==> src/rtl/keystroke_sequencer_if.sv <==
// Scan-byte input, decoder nibble/letter exchange and letter FIFO handshake
// between keystroke_sequencer (slave) and its environment (master).
interface keystroke_sequencer_if;
  logic [7:0] scan_byte;
  logic       scan_valid;
  logic [3:0] dig1;
  logic [3:0] dig2;
  logic [4:0] letter_in;
  logic [4:0] letter_out;
  logic       letter_valid;
  logic       letter_ready;
  logic       key_held;
  logic       overflow;

  modport master (
    output scan_byte, scan_valid, letter_in, letter_ready,
    input  dig1, dig2, letter_out, letter_valid, key_held, overflow
  );

  modport slave (
    input  scan_byte, scan_valid, letter_in, letter_ready,
    output dig1, dig2, letter_out, letter_valid, key_held, overflow
  );
endinterface

==> src/rtl/keystroke_sequencer.sv <==
// PS/2 scan-code parser: strips break/extended sequences, suppresses typematic
// repeats, looks up make codes through the external decoder and queues letters.
module keystroke_sequencer #(
  parameter int unsigned DEPTH = 4,
  parameter int unsigned PTR_W = 2
) (
  input  logic                  clk,
  input  logic                  reset,
  keystroke_sequencer_if.slave  bus
);

  localparam int unsigned CNT_W      = PTR_W + 1;
  localparam logic [7:0]  BYTE_BREAK = 8'hF0;
  localparam logic [7:0]  BYTE_EXT   = 8'hE0;

  typedef enum logic [2:0] {
    S_IDLE, S_BREAK, S_EXT, S_EXT_BREAK, S_LOOKUP
  } state_e;

  state_e           state_q, state_d;
  logic [7:0]       held_q, held_d;
  logic             key_held_q, key_held_d;
  logic [3:0]       dig1_q, dig1_d;
  logic [3:0]       dig2_q, dig2_d;
  logic             overflow_q, overflow_d;
  logic [PTR_W-1:0] wr_ptr_q, wr_ptr_d;
  logic [PTR_W-1:0] rd_ptr_q, rd_ptr_d;
  logic [CNT_W-1:0] count_q, count_d;
  logic [4:0]       mem_q [DEPTH];
  logic [4:0]       mem_d [DEPTH];

  logic is_make_c, accept_c, push_c, pop_c, full_c, push_ok_c;

  // A make is a byte with high nibble 1..4 that is not a repeat of the held key.
  assign is_make_c = (bus.scan_byte[7:4] >= 4'h1) && (bus.scan_byte[7:4] <= 4'h4);
  assign accept_c  = bus.scan_valid && is_make_c &&
                     !(key_held_q && (bus.scan_byte == held_q));

  always_ff @(posedge clk) begin
    if (reset) state_q <= S_IDLE;
    else       state_q <= state_d;
  end

  always_comb begin
    state_d = state_q;
    case (state_q)
      S_IDLE: begin
        if (bus.scan_valid) begin
          if (bus.scan_byte == BYTE_BREAK)    state_d = S_BREAK;
          else if (bus.scan_byte == BYTE_EXT) state_d = S_EXT;
          else if (accept_c)                  state_d = S_LOOKUP;
        end
      end
      S_BREAK:     if (bus.scan_valid) state_d = S_IDLE;
      S_EXT: begin
        if (bus.scan_valid)
          state_d = (bus.scan_byte == BYTE_BREAK) ? S_EXT_BREAK : S_IDLE;
      end
      S_EXT_BREAK: if (bus.scan_valid) state_d = S_IDLE;
      S_LOOKUP:    state_d = S_IDLE;
      default:     state_d = S_IDLE;
    endcase
  end

  always_comb begin
    held_d     = held_q;
    key_held_d = key_held_q;
    dig1_d     = dig1_q;
    dig2_d     = dig2_q;
    push_c     = 1'b0;
    case (state_q)
      S_IDLE: begin
        if (accept_c) begin
          held_d     = bus.scan_byte;
          key_held_d = 1'b1;
          dig2_d     = bus.scan_byte[7:4];
          dig1_d     = bus.scan_byte[3:0];
        end
      end
      S_BREAK: begin
        if (bus.scan_valid && (bus.scan_byte == held_q)) key_held_d = 1'b0;
      end
      S_LOOKUP: push_c = 1'b1;
      default: ;
    endcase
  end

  // Letter FIFO: a full push only lands when a pop frees a slot in the same cycle.
  assign full_c    = (count_q == CNT_W'(DEPTH));
  assign pop_c     = bus.letter_ready && (count_q != '0);
  assign push_ok_c = push_c && (!full_c || pop_c);

  always_comb begin
    mem_d      = mem_q;
    wr_ptr_d   = wr_ptr_q;
    rd_ptr_d   = rd_ptr_q;
    count_d    = count_q;
    overflow_d = overflow_q | (push_c && full_c && !pop_c);
    if (push_ok_c) begin
      mem_d[wr_ptr_q] = bus.letter_in;
      wr_ptr_d        = wr_ptr_q + PTR_W'(1);
    end
    if (pop_c) rd_ptr_d = rd_ptr_q + PTR_W'(1);
    if (push_ok_c && !pop_c)      count_d = count_q + CNT_W'(1);
    else if (!push_ok_c && pop_c) count_d = count_q - CNT_W'(1);
  end

  always_ff @(posedge clk) begin
    if (reset) begin
      held_q     <= '0;
      key_held_q <= 1'b0;
      dig1_q     <= '0;
      dig2_q     <= '0;
      overflow_q <= 1'b0;
      wr_ptr_q   <= '0;
      rd_ptr_q   <= '0;
      count_q    <= '0;
      mem_q      <= '{default: '0};
    end else begin
      held_q     <= held_d;
      key_held_q <= key_held_d;
      dig1_q     <= dig1_d;
      dig2_q     <= dig2_d;
      overflow_q <= overflow_d;
      wr_ptr_q   <= wr_ptr_d;
      rd_ptr_q   <= rd_ptr_d;
      count_q    <= count_d;
      mem_q      <= mem_d;
    end
  end

  assign bus.dig1         = dig1_q;
  assign bus.dig2         = dig2_q;
  assign bus.key_held     = key_held_q;
  assign bus.overflow     = overflow_q;
  assign bus.letter_valid = (count_q != '0);
  assign bus.letter_out   = mem_q[rd_ptr_q];

endmodule

==> src/flat_wrapper.sv <==
// flat-port wrapper written by rule: the top's interface ports become plain ports
module keystroke_sequencer_flat 
#(
  parameter int unsigned DEPTH = 4,
  parameter int unsigned PTR_W = 2
)
  (clk, reset, bus_scan_byte, bus_scan_valid, bus_letter_in, bus_letter_ready, bus_dig1, bus_dig2, bus_letter_out, bus_letter_valid, bus_key_held, bus_overflow);
  keystroke_sequencer_if bus_i ();
  input  logic clk;
  input  logic reset;
  input wire logic [$bits(bus_i.scan_byte)-1:0] bus_scan_byte;
  input wire logic [$bits(bus_i.scan_valid)-1:0] bus_scan_valid;
  input wire logic [$bits(bus_i.letter_in)-1:0] bus_letter_in;
  input wire logic [$bits(bus_i.letter_ready)-1:0] bus_letter_ready;
  output wire logic [$bits(bus_i.dig1)-1:0] bus_dig1;
  output wire logic [$bits(bus_i.dig2)-1:0] bus_dig2;
  output wire logic [$bits(bus_i.letter_out)-1:0] bus_letter_out;
  output wire logic [$bits(bus_i.letter_valid)-1:0] bus_letter_valid;
  output wire logic [$bits(bus_i.key_held)-1:0] bus_key_held;
  output wire logic [$bits(bus_i.overflow)-1:0] bus_overflow;
  assign bus_i.scan_byte = bus_scan_byte;
  assign bus_i.scan_valid = bus_scan_valid;
  assign bus_i.letter_in = bus_letter_in;
  assign bus_i.letter_ready = bus_letter_ready;
  assign bus_dig1 = bus_i.dig1;
  assign bus_dig2 = bus_i.dig2;
  assign bus_letter_out = bus_i.letter_out;
  assign bus_letter_valid = bus_i.letter_valid;
  assign bus_key_held = bus_i.key_held;
  assign bus_overflow = bus_i.overflow;
  keystroke_sequencer #(.DEPTH(DEPTH), .PTR_W(PTR_W)) u_core (.clk(clk), .reset(reset), .bus(bus_i));
endmodule
==> config.mk <==
export PLATFORM = sky130hd
export DESIGN_NAME = keystroke_sequencer_flat
export DESIGN_NICKNAME = d
export VERILOG_FILES = /design/src/rtl/keystroke_sequencer_if.sv /design/src/rtl/keystroke_sequencer.sv /design/src/flat_wrapper.sv
export SDC_FILE = /design/constraint.sdc
export NUM_CORES = 1
export LEC_CHECK = 0
export ABC_CLOCK_PERIOD_IN_PS = 2500
export BUFFER_PORTS_ARGS = -buffer_cell sky130_fd_sc_hd__buf_2
export CORE_ASPECT_RATIO = 1.25
export CORE_MARGIN = 2
export CORE_UTILIZATION = 40
export DETAILED_ROUTE_END_ITERATION = 7
export SYNTH_ARGS = -nofsm -noshare
export SYNTH_HDL_FRONTEND = slang
export SYNTH_SLANG_ARGS = --single-unit
==> constraint.sdc <==
create_clock -name clk -period 2.5 [get_ports clk]
set_input_delay 0.125 -clock clk [delete_from_list [all_inputs] [get_ports clk]]
set_output_delay 0.125 -clock clk [all_outputs]
set_load 0.05 [all_outputs]
After elaboration in Yosys (flattened, before gate mapping)
Cells that the tools add are included.
{ "totals": {"regBits": 48, "out_inout_bits": 16, "wordCells": 84} }
{ "op_classes": {"mux": 20, "n_reduce_logical": 25, "order_cmp": 5, "bitwise": 3, "n_eq_ne": 14, "addsub": 4} }
{ "op_table": {"columns": ["operator", "n"], "rows": [
  ["3-bit 2-to-1 mux", 8],
  ["20-bit bitwise mux", 1],
  ["8-bit == test (second input constant)", 2],
  ["5-bit 2-to-1 mux", 3],
  ["1-bit logical AND", 12],
  ["5-bit binary-select mux with 2-bit select", 1],
  ["5-bit demux with 2-bit select", 1],
  ["3-bit case mux with 3 select lines", 1],
  ["8-bit == test", 1],
  ["3-bit by 2-bit == test with 1-bit output (second input constant)", 2],
  ["3-bit == test (second input constant)", 2],
  ["3-bit greater-or-equal comparator (second input constant)", 2],
  ["2-bit by 1-bit inequality test with 1-bit output (second input constant)", 3],
  ["2-bit NOT with 3-bit output", 2],
  ["2-bit by 1-bit adder with 2-bit output (second input constant)", 2],
  ["4-bit by 1-bit greater-or-equal comparator with 1-bit output (second input constant)", 1],
  ["4-bit by 3-bit less-or-equal comparator with 1-bit output (second input constant)", 1],
  ["1-bit zero test", 4],
  ["2-bit inequality test (second input constant)", 2],
  ["4-bit by 1-bit inequality test with 1-bit output (second input constant)", 1],
  ["4-bit AND reduction", 1],
  ["2-bit nonzero test", 2],
  ["3-bit by 1-bit adder with 3-bit output (second input constant)", 1],
  ["3-bit by 1-bit == test with 1-bit output (second input constant)", 1],
  ["12 further kinds", 14]
]} }

Longest topological paths before layout
Gate-level depths: netlist of the first run.
{ "logic_depth": {"word_depth": 9, "mapped_depth": 10, "mapped_depth_nobuf": 9} }

Worst setup path after synthesis of the first run
No wires, ideal clock.
{ "synth_path": {"path_kind": "reg-to-reg", "from": "register u_core.count_q[0]", "to": "register u_core.count_q[2]", "stages_incl_launch_ff": 9, "synth_period_minus_slack_ns": 2.431, "setup_slack_ns": 0.069, "t_required_ns": 2.429, "setup_time_ns": 0.071, "t_arrival_ns": 2.360, "cell_sequence": "dfxtp_1 > or3_2 > nand2_1 > ha_1 > inv_1 > fa_1 > xor2_1 > or3_1 > a21oi_1"} }
{ "synth_via": {"elab_chain_cells": 7, "elab_cells_between_ends": 15, "cone_classes": "add/sub (2); eq/ne (1); mux (2); reduce/logical (10)"} }
{ "synth_lines": {"columns": ["item", "line_no", "source"], "rows": [
  ["start, declared", "keystroke_sequencer.sv:28", "logic [CNT_W-1:0] count_q, count_d;"],
  ["start signal, assigned", "keystroke_sequencer.sv:127", "count_q <= count_d;"],
  ["3-bit nonzero test (*)", null, null],
  ["named net bus_letter_valid", "flat_wrapper.sv:18", "output wire logic [$bits(bus_i.letter_valid)-1:0] bus_letter_valid;"],
  ["1-bit logical AND (*)", "keystroke_sequencer.sv:90", "assign pop_c = bus.letter_ready && (count_q != '0);"],
  ["1-bit logical OR", "keystroke_sequencer.sv:91", "assign push_ok_c = push_c && (!full_c || pop_c);"],
  ["1-bit logical AND", "keystroke_sequencer.sv:91", null],
  ["1-bit zero test", "keystroke_sequencer.sv:105", "else if (!push_ok_c && pop_c) count_d = count_q - CNT_W'(1);"],
  ["1-bit logical AND", "keystroke_sequencer.sv:105", null],
  ["2-bit nonzero test (no line)", null, null]
]} }
Mark *: on every way through the listed nets, which the timed path passes. The rest lies on a longest branch. The select of a mux whose other input is x is not followed.
A chain may end at the register's enable or synchronous reset.

Worst setup path in the final report of the first run
{ "layout_path": {"from": "register u_core.count_q[0]", "to": "register u_core.count_q[2]"} }
{ "layout_via": {"elab_chain_cells": 7, "elab_cells_between_ends": 15, "cone_classes": "add/sub (2); eq/ne (1); mux (2); reduce/logical (10)"} }
{ "layout_lines": {"columns": ["item"], "rows": [
  ["branches (longest 7 deep; another with 3-bit by 1-bit subtractor with 3-bit output)"]
]} }
Several ways; the timed one is not identified. The select of a mux whose other input is x is not followed.

==> results.yml, run 1 <==
grt:
  grt_pass1_wl_um: 6210
  overflow: 0
  gr-usage-met3_pct: 4.20
  grt_max_degree: 48
  antenna_found_initial: 0
  use_met2_pct: 23.9
  grt_pass1_vias: 1346
  grt_busiest_layer: "met2"
  grtUsageTotal_pct: 14.6
  use_met1_pct: 18.3
finish:
  syn_to_final_growth_pct: 15.9
  fin_area_mm2: 0.00231
  fill_cells: 490
  fin_util_pct: 48.5
  n_antenna_cell: 0
  drive_gt1_share_pct: 24.8
  final_cells: 286
  final_net_count: 248
yosys:
  synth_top_family_by_area: "simple AND/OR/NAND/NOR gates"
  synth_nets: 216
  synth_top_area_share_pct: 40.2
  synth_compound_area_share_pct: 3.39
  synthMuxAreaShare_pct: 20.2
  ys_async_sr_fraction_pct: 0
  ys.warnings.count: 0
  synth_edf_count: 0
  synth-seq-cells: 40
  synth_area_leaders: "dfxtp_1 (40%), mux2i_1 (15%), nor2_1 (5.8%)"
  yosys.area_share.simple_pct: 22.7
  synth_cells: 193
  synthAdderAreaFrac_pct: 4.15
  synth.most_common_cell: "dfxtp_1"
  netlist_area_mm2: 0.00199
  ys_seq_area_share_pct: 40.2
  synth_common_cells: "dfxtp_1 (40), nor2_1 (31), mux2i_1 (29)"
  synth_cell_types: 34
  synth-xor-area-share_pct: 5.72
  synth_area_per_cell_um2: 10.3
  ys.flop_type: "dfxtp_1"
  synth_area_leader_cell: "dfxtp_1"
clocking:
  cts.sinks: 40
  post_cts_buffers: 0
  ctsHoldBuffers: 0
  cts.clk_slew.worst_paths_ns: 0.08
  cts_buffers: 5
  clockBufferDepth: 2
  cts_tree: "done"
  cts_root_buf: "clkbuf_8"
  htreeDepth: 2
  clk_latency_ns: 0.29
power:
  p_int_mw: 1.14
  p_sw_mw: 0.519
  power_frac_seq_pct: 44.5
  ir_drop_v: 0.000392
  sw_frac_of_total_pct: 31.4
  pwr-share-clk_pct: 31.5
  p_leak_nw: 1.05
  power.density_mw_per_mm2: 717
  p_comb_share_pct: 24.0
  power.total_mw: 1.66
detailed_routing:
  vias: 1424
  drt-initial-drc-count: 73
  drtPass1Iterations: 4
  route.detailed.drc: 0
  avgRoutedWirePerCell_um: 13.2
  wl_um: 3790
  ant_nets: 0
  via_per_inst: 4.98
die:
  die_w_um: 67.1
  rows: 28
  die_area_mm2: 0.00556
  ios: 33
  fp.dieH_um: 82.9
  start_util_pct: 41.8
  fp.coreArea_mm2: 0.00476
sta:
  setup_viol: 0
  fmax_mhz: 432
  finalCritPeriodShare_pct: 92.7
  hold_viol: 0
  slew_violations: 0
  skew_ns: 0.00736
  max_slew_margin_pct: 48.1
  finalCriticalPeriod_ns: 2.32
  worst_slew_pin_slew_ns: 0.778
setup_path:
  rr_endpoint: "u_core.count_q[2]$_SDFFE_PP0P_"
  rr_worst_depth: 8
  critical_path_class: "reg2reg"
  r2r-start: "u_core.count_q[0]$_SDFFE_PP0P_"
  cp_max_fo: 4
  end_kind: "register"
  r2r_slack_ns: 0.18
  critical_path_required_ns: 2.72
  arrival_ns: 2.53
  startpoint_type: "register"
run:
  maxCapViolCount: 0
placed_design:
  routabilityCongestion: 0.665
  placed_area_mm2: 0.00219
  dpl.hpwl_um: 2670
  port-buffer-count: 32
  placed_cells: 278
min_path:
  min_from: "bus_letter_in[3]"
  whs_path_depth: 3
  hold_end: "u_core.mem_q[3]$_SDFFE_PP0P_"
  min_path_type: "in2reg"
status:
  outcome: "finished, final reports clean"
[state kept, by name, indices dropped and copies added (netlist names)]
signal	count
u_core.mem_q	20
u_core.held_q	8
u_core.count_q	3
u_core.state_q	3
u_core.rd_ptr_q	2
u_core.wr_ptr_q	2
u_core.bus.key_held	1
u_core.bus.overflow	1
[through the flow]
stage / hold slack [ns] / worst slack (ns) / setup TNS, ns
after detailed placement: 0.416 / 0.192 / 0
after CTS: 0.110 / 0.165 / 0
final: 0.118 / 0.183 / 0
after floorplan: 0.269 / 0.0690 / 0
after global routing: 0.112 / -0.00846 / -0.00846
after global placement: 0.414 / 0.228 / 0
[final cells by class]
cell class	instances	area (um^2)	area share, %
Multi-Input combinational cell	138	1120	48.6
Clock buffer	5	68.8	2.98
Tap cell	60	75.1	3.25
Inverter	6	22.5	0.976
Clock inverter	3	42.5	1.84
Timing Repair Buffer	34	175	7.59
Sequential cell	40	802	34.7
[power groups by stage]
| stage | sequential, mW | combinational, mW | clock (mW) |
|---|---|---|---|
| floorplan | 0.739 | 0.321 | 0 |
| global placement | 0.750 | 0.391 | 0 |
| detailed placement | 0.753 | 0.394 | 0 |
| CTS | 0.738 | 0.396 | 0.543 |
| global route | 0.748 | 0.437 | 0.576 |
| finish | 0.737 | 0.397 | 0.522 |
[per-layer routing]
| layer | vias to the layer above | share of wire [%] | routed length (um) |
|---|---|---|---|
| li1 | 725 | - | - |
| met1 | 661 | 45 | 1720 |
| met2 | 32 | 49 | 1870 |
| met3 | 6 | 3.9 | 147 |
| met4 | 0 | 1.4 | 53 |
| met5 | - | 0 | 0 |
[kinds of logic (layout without fill, tap and decap cells)]
kind of cell / after synthesis / count (layout)
xor gates and xnor gates: 13 / 13
DFF: 40 / 40
buffers and inverters: 15 / 48
and+or+nand+nor: 74 / 74
AOI/OAI and AO/OA: 11 / 11
muxes: 34 / 34
adders and majority gates: 6 / 6
[timing repair]
item / CTS / global route
setup endpoints to repair: 0 / 1
resized for setup: 0 / 2
endpoints found under the hold margin: 0 / 0
[cell usage in the layout (no fill, tap or decap), types with 2 or more instances in the layout]
| master | netlist | routed |
|---|---|---|
| a21oi_1 | 4 | 4 |
| and3_1 | 2 | 2 |
| and4_1 | 2 | 2 |
| buf_2 | 0 | 32 |
| buf_4 | 0 | 2 |
| clkbuf_8 | 0 | 5 |
| dfxtp_1 | 40 | 39 |
| ha_1 | 5 | 4 |
| inv_1 | 6 | 6 |
| mux2i_1 | 29 | 29 |
| mux4_2 | 5 | 5 |
| nand2_1 | 4 | 4 |
| nand2b_1 | 14 | 14 |
| nand3_1 | 2 | 2 |
| nand3_4 | 4 | 4 |
| nand4_1 | 2 | 2 |
| nor2_1 | 31 | 31 |
| nor3_1 | 2 | 2 |
| nor3b_1 | 2 | 2 |
| o21ai_0 | 3 | 3 |
| o31a_1 | 2 | 2 |
| or3_1 | 2 | 2 |
| xnor2_1 | 9 | 9 |
| xor2_1 | 4 | 4 |
[critical path, cell delays in order, from the launching register on]
cell and delay (ns):
dfxtp_2 0.35, or3_2 0.50, nand2_1 0.13, ha_2 0.20, inv_1 0.06, fa_1 0.42
xor2_1 0.16, or3_1 0.30, a21oi_1 0.13
[how the worst max path moves through the flow]
stage                                   start                              to  slack [ns]  cells past startpoint
2_1_floorplan  u_core.count_q[0]$_SDFFE_PP0P_  u_core.count_q[2]$_SDFFE_PP0P_        0.07                      8
3_3_place_gp   u_core.count_q[0]$_SDFFE_PP0P_  u_core.count_q[2]$_SDFFE_PP0P_        0.23                      8
3_5_place_dp   u_core.count_q[0]$_SDFFE_PP0P_  u_core.count_q[2]$_SDFFE_PP0P_        0.19                      8
4_1_cts        u_core.count_q[0]$_SDFFE_PP0P_  u_core.count_q[2]$_SDFFE_PP0P_        0.16                      8
5_1_grt        u_core.count_q[0]$_SDFFE_PP0P_  u_core.count_q[2]$_SDFFE_PP0P_      -0.008                      8
6_report       u_core.count_q[0]$_SDFFE_PP0P_  u_core.count_q[2]$_SDFFE_PP0P_        0.18                      8
(Power assumes the default switching activity.)
==> run 2, diff against run 1 <==
--- a/config.mk
+++ b/config.mk
@@ -11,6 +11,7 @@
 export CORE_MARGIN = 2
 export CORE_UTILIZATION = 40
 export DETAILED_ROUTE_END_ITERATION = 7
+export RECOVER_POWER = 50
 export SYNTH_ARGS = -nofsm -noshare
 export SYNTH_HDL_FRONTEND = slang
 export SYNTH_SLANG_ARGS = --single-unit
==> run 2 against run 1 <==
Effect of this change:
- critical path type unchanged
- clock power about the same
- sequential share of layout area increased by 1.0 points
- hold slack worse by 0.0017 ns
- utilization shrank 1.4 points
- first-iteration DRC count up 16%
- clock-buffer cell count did not move
- register-to-register slack barely moved
- cell area decreased by 2.9%
- setup slack got worse by 0.0043 ns
- maximum frequency decreased by 0.18%
==> results.yml, run 2 (synthesized netlist as in run 1, its figures left out) <==
power:
  ir_drop_v: 0.000384
  power.density_mw_per_mm2: 730
  p_leak_nw: 0.998
detailed_routing:
  via_per_inst: 5.00
  drt-initial-drc-count: 85
  route.detailed.drc: 0
  ant_nets: 0
  wl_um: 3810
  avgRoutedWirePerCell_um: 13.3
  drtPass1Iterations: 4
  vias: 1430
sta:
  finalCritPeriodShare_pct: 92.9
  slew_violations: 0
  fmax_mhz: 431
  finalCriticalPeriod_ns: 2.32
  setup_viol: 0
  setup_ws_ns: 0.178
  hold_viol: 0
  max_slew_margin_pct: 48.0
  skew_ns: 0.00717
  worst_slew_pin_slew_ns: 0.781
setup_path:
  critical_path_required_ns: 2.72
  rr_endpoint: "u_core.count_q[2]$_SDFFE_PP0P_"
  cp_max_fo: 4
  r2r_slack_ns: 0.18
  crit_family: "simple AND/OR/NAND/NOR gates"
  arrival_ns: 2.54
  cp_slowest_stage_delay_ns: 0.50
  cp.buffers_inverters: 1
  r2r-start: "u_core.count_q[0]$_SDFFE_PP0P_"
  startpoint_type: "register"
  crit_chain: "or3_2 -> nand2_1 -> ha_2 -> inv_1 -> fa_1 -> xor2_1 -> or3_1 -> a21oi_1"
  rr_worst_depth: 8
  critical_path_class: "reg2reg"
  slowest_stage: "or3_2"
  end_kind: "register"
grt:
  grt_pass1_wl_um: 6210
  grtUsageTotal_pct: 14.6
  antenna_found_initial: 0
  grt_pass1_vias: 1346
  grt_max_degree: 48
  overflow: 0
min_path:
  min_path_type: "in2reg"
  whs_path_depth: 3
  hold_end: "u_core.mem_q[3]$_SDFFE_PP0P_"
  min_from: "bus_letter_in[3]"
placed_design:
  routabilityCongestion: 0.665
  placed_area_mm2: 0.00219
  post-place-ws_ns: 0.192
  placed_cells: 278
  dpl.hpwl_um: 2670
  port-buffer-count: 32
finish:
  drive_gt1_share_pct: 17.7
  syn_to_final_growth_pct: 12.5
  final_common_cell: "dfxtp_1"
  regMostFlops: "u_core.mem_q"
  fin_area_mm2: 0.00224
  largest_reg_flops: 20
  final_net_count: 248
  final_cells: 286
  reg.largest.list: "u_core.mem_q x20, u_core.held_q x8"
  fill_cells: 498
  most-common-layout-cells: "dfxtp_1 (39), nor2_1 (31), mux2i_1 (29)"
  fin_util_pct: 47.0
  n_antenna_cell: 0
clocking:
  cts.clk_slew.worst_paths_ns: 0.08
  post_cts_buffers: 0
  clk_latency_ns: 0.29
  ctsHoldBuffers: 0
  clockBufferDepth: 2
  cts.sinks: 40
  cts_buffers: 5
  htreeDepth: 2
  cts_root_buf: "clkbuf_8"
  cts_tree: "done"
run:
  maxCapViolCount: 0
die:
  fp.dieH_um: 82.9
  rows: 28
  die_w_um: 67.1
  start_util_pct: 41.8
  ios: 33
  die_area_mm2: 0.00556
  fp.coreArea_mm2: 0.00476
status:
  outcome: "finished, final reports clean"
## run 2: changes by cell type in the layout (fill, tap and decap cells not counted)
cell | previous run | this run
nand3_1 | 2 | 6
clkbuf_1 | 0 | 12
buf_2 | 32 | 21
buf_4 | 2 | 1
nand3_4 | 4 | 0
## run 2: per-layer routing
| metal | up-vias | track usage (%) | wire, um |
|---|---|---|---|
| li1 | 724 | - | - |
| met3 | 6 | 4.20 | 155 |
| met4 | 0 | 4.45 | 53 |
| met5 | - | 0 | 0 |
| met1 | 666 | 18.3 | 1730 |
| met2 | 34 | 23.9 | 1860 |
## run 2: area by class of cell
type	instances	area [um^2]	share of cell area, %
timing repair buffer	34	158	7.04
tap	60	75.1	3.35
clock buffer	5	68.8	3.07
sequential	40	802	35.8
clock inverter	3	42.5	1.90
multi-input combinational	138	1070	47.9
inverter	6	22.5	1.01
## run 2: how the worst max path moves through the flow
stage	startpoint	endpoint	cells after the start
2_1_floorplan	u_core.count_q[0]$_SDFFE_PP0P_	u_core.count_q[2]$_SDFFE_PP0P_	8
4_1_cts	u_core.count_q[0]$_SDFFE_PP0P_	u_core.count_q[2]$_SDFFE_PP0P_	8
3_5_place_dp	u_core.count_q[0]$_SDFFE_PP0P_	u_core.count_q[2]$_SDFFE_PP0P_	8
3_3_place_gp	u_core.count_q[0]$_SDFFE_PP0P_	u_core.count_q[2]$_SDFFE_PP0P_	8
5_1_grt	u_core.count_q[0]$_SDFFE_PP0P_	u_core.count_q[2]$_SDFFE_PP0P_	8
6_report	u_core.count_q[0]$_SDFFE_PP0P_	u_core.count_q[2]$_SDFFE_PP0P_	8
## run 2: power breakdown
part,leakage [nW],switching [mW],internal (mW)
clock,0.0541,0.227,0.295
combinational,0.620,0.227,0.149
sequential,0.324,0.0564,0.680
total,0.998,0.511,1.12
## run 2: what timing repair did
item,CTS,global route
resized for setup,0,2
setup endpoints to repair,0,1
hold endpoints to repair,0,0
## run 2: tightest hold or removal path, cell delays in order
cell     delay, ns
buf_2         0.11
mux2i_1       0.07
nor2_1        0.07
## run 2: metrics by stage
| step | total power [mW] | hold WS, ns | TNS (ns) |
|---|---|---|---|
| after floorplan | 1.06 | 0.269 | 0 |
| after global placement | 1.14 | 0.414 | 0 |
| after detailed placement | 1.15 | 0.416 | 0 |
| after CTS | 1.68 | 0.110 | 0 |
| after global routing | 1.74 | 0.113 | -0.0119 |
| final | 1.64 | 0.117 | 0 |
==> run 3, diff against run 2 <==
--- a/config.mk
+++ b/config.mk
@@ -7,7 +7,6 @@
 export LEC_CHECK = 0
 export ABC_CLOCK_PERIOD_IN_PS = 2500
 export BUFFER_PORTS_ARGS = -buffer_cell sky130_fd_sc_hd__buf_2
-export CORE_ASPECT_RATIO = 1.25
 export CORE_MARGIN = 2
 export CORE_UTILIZATION = 40
 export DETAILED_ROUTE_END_ITERATION = 7
==> run 3 against run 2 <==
Effect of this change:
- combinational power is essentially flat
- critical path depth unchanged
- utilization fell by 0.40 points
- non-clock buffer count is the same
- cell count up 2.1%
- via count is 1.3% lower
- die area about the same
- largest cell class unchanged
- largest power group unchanged
==> results.yml, run 3 (synthesized netlist as in run 1, its figures left out) <==
min_path:
  hold_end: "u_core.mem_q[0]$_SDFFE_PP0P_"
  min_path_type: "in2reg"
  min_from: "bus_letter_in[0]"
  whs_path_depth: 3
finish:
  final_net_count: 248
  regMostFlops: "u_core.mem_q"
  multi_input_area_mm2: 0.00107
  drive_gt1_share_pct: 16.9
  largest_reg_flops: 20
  fin_area_mm2: 0.00222
  regArea_um2: 801
  fin_util_pct: 46.6
  most-common-layout-cells: "dfxtp_1 (40), nor2_1 (31), mux2i_1 (29)"
  final_cells: 292
  final_common_cell: "dfxtp_1"
  fill_cells: 492
  reg.largest.list: "u_core.mem_q x20, u_core.held_q x8"
  n_antenna_cell: 0
  syn_to_final_growth_pct: 11.3
clocking:
  cts_resized: 0
  clk_latency_ns: 0.29
  ctsHoldBuffers: 0
  cts.clk_slew.worst_paths_ns: 0.08
  htreeDepth: 2
  post_cts_buffers: 0
  cts_root_buf: "clkbuf_8"
  cts_tree: "done"
  cts_buffers: 5
  clockBufferDepth: 2
  cts.sinks: 40
sta:
  max_slew_margin_pct: 47.1
  fmax_mhz: 431
  setup_ws_ns: 0.178
  worst_slew_pin_slew_ns: 0.793
  finalCriticalPeriod_ns: 2.32
  setup_viol: 0
  skew_ns: 0.00394
  whs_ns: 0.115
  rsz0062_at_grt: "no"
  fin_tns_setup_ns: 0
  finalCritPeriodShare_pct: 92.9
  hold_viol: 0
  slew_violations: 0
detailed_routing:
  via_per_inst: 4.84
  vias: 1412
  route.detailed.drc: 0
  drt-initial-drc-count: 54
  ant_nets: 0
  avgRoutedWirePerCell_um: 12.8
  drtPass1Iterations: 4
  wl_um: 3740
placed_design:
  port-buffer-count: 32
  post-place-ws_ns: 0.191
  routabilityCongestion: 0.766
  placed_area_mm2: 0.00220
  placed_cells: 285
  dpl.hpwl_um: 2610
setup_path:
  end_kind: "register"
  startpoint_type: "register"
  critical_path_class: "reg2reg"
  rr_worst_depth: 8
  r2r_slack_ns: 0.18
  cp_max_fo: 4
  critical_path_required_ns: 2.71
  rr_endpoint: "u_core.count_q[2]$_SDFFE_PP0P_"
  r2r-start: "u_core.count_q[0]$_SDFFE_PP0P_"
  arrival_ns: 2.54
power:
  power.density_mw_per_mm2: 685
  ir_drop_v: 0.000310
  power.total_mw: 1.52
  p_leak_nw: 0.988
run:
  maxCapViolCount: 0
grt:
  grt_pass1_wl_um: 6090
  overflow: 0
  antenna_found_initial: 0
  grtUsageTotal_pct: 14.7
  grt_pass1_vias: 1277
  grt_max_degree: 48
die:
  fp.coreArea_mm2: 0.00475
  rows: 25
  die_w_um: 74.6
  die_area_mm2: 0.00556
  ios: 33
  start_util_pct: 41.9
  fp.dieH_um: 74.6
status:
  outcome: "finished, final reports clean"
[run 3: cell count changes in the layout (fill, tap and decap cells not counted), sizes merged]
| cell | before | now |
|---|---|---|
| buf | 22 | 23 |
| bufinv | 1 | 0 |
| clkbuf | 17 | 16 |
[run 3: layer usage]
| metal | vias to the layer above | routed length, um | global-route usage (%) |
|---|---|---|---|
| met3 | 6 | 153 | 4.47 |
| met5 | - | 0 | 0 |
| met4 | 0 | 58 | 5.95 |
| met1 | 656 | 1810 | 20.1 |
| met2 | 24 | 1720 | 21.6 |
| li1 | 726 | - | - |
[run 3: area by class of cell]
type                       count  area share [%]
sequential                    40            36.1
timing repair buffer          34            7.17
multi-input combinational    138            48.3
clock buffer                   5            3.10
clock inverter                 2           0.564
inverter                       6            1.02
tap                           67            3.78
[run 3: how the worst max path moves through the flow]
stage,startpoint,endpoint,slack [ns]
floorplan,u_core.count_q[0]$_SDFFE_PP0P_,u_core.count_q[2]$_SDFFE_PP0P_,0.07
global route,u_core.count_q[0]$_SDFFE_PP0P_,u_core.count_q[2]$_SDFFE_PP0P_,0.001
finish,u_core.count_q[0]$_SDFFE_PP0P_,u_core.count_q[2]$_SDFFE_PP0P_,0.18
detailed placement,u_core.count_q[0]$_SDFFE_PP0P_,u_core.count_q[2]$_SDFFE_PP0P_,0.19
CTS,u_core.count_q[0]$_SDFFE_PP0P_,u_core.count_q[2]$_SDFFE_PP0P_,0.16
global placement,u_core.count_q[0]$_SDFFE_PP0P_,u_core.count_q[2]$_SDFFE_PP0P_,0.23
[run 3: power breakdown]
group	leakage, nW	total [mW]	internal (mW)	switching, mW
Clock	0.0400	0.408	0.189	0.219
Combinational	0.624	0.374	0.150	0.224
Sequential	0.324	0.735	0.679	0.0566
[run 3: worst max-delay path: stages (launching register included)]
cell and delay [ns]:
dfxtp_1 0.35, or3_2 0.51, nand2_1 0.11, ha_1 0.19, inv_1 0.07, fa_1 0.43, xor2_1 0.16, or3_1 0.30
a21oi_1 0.14
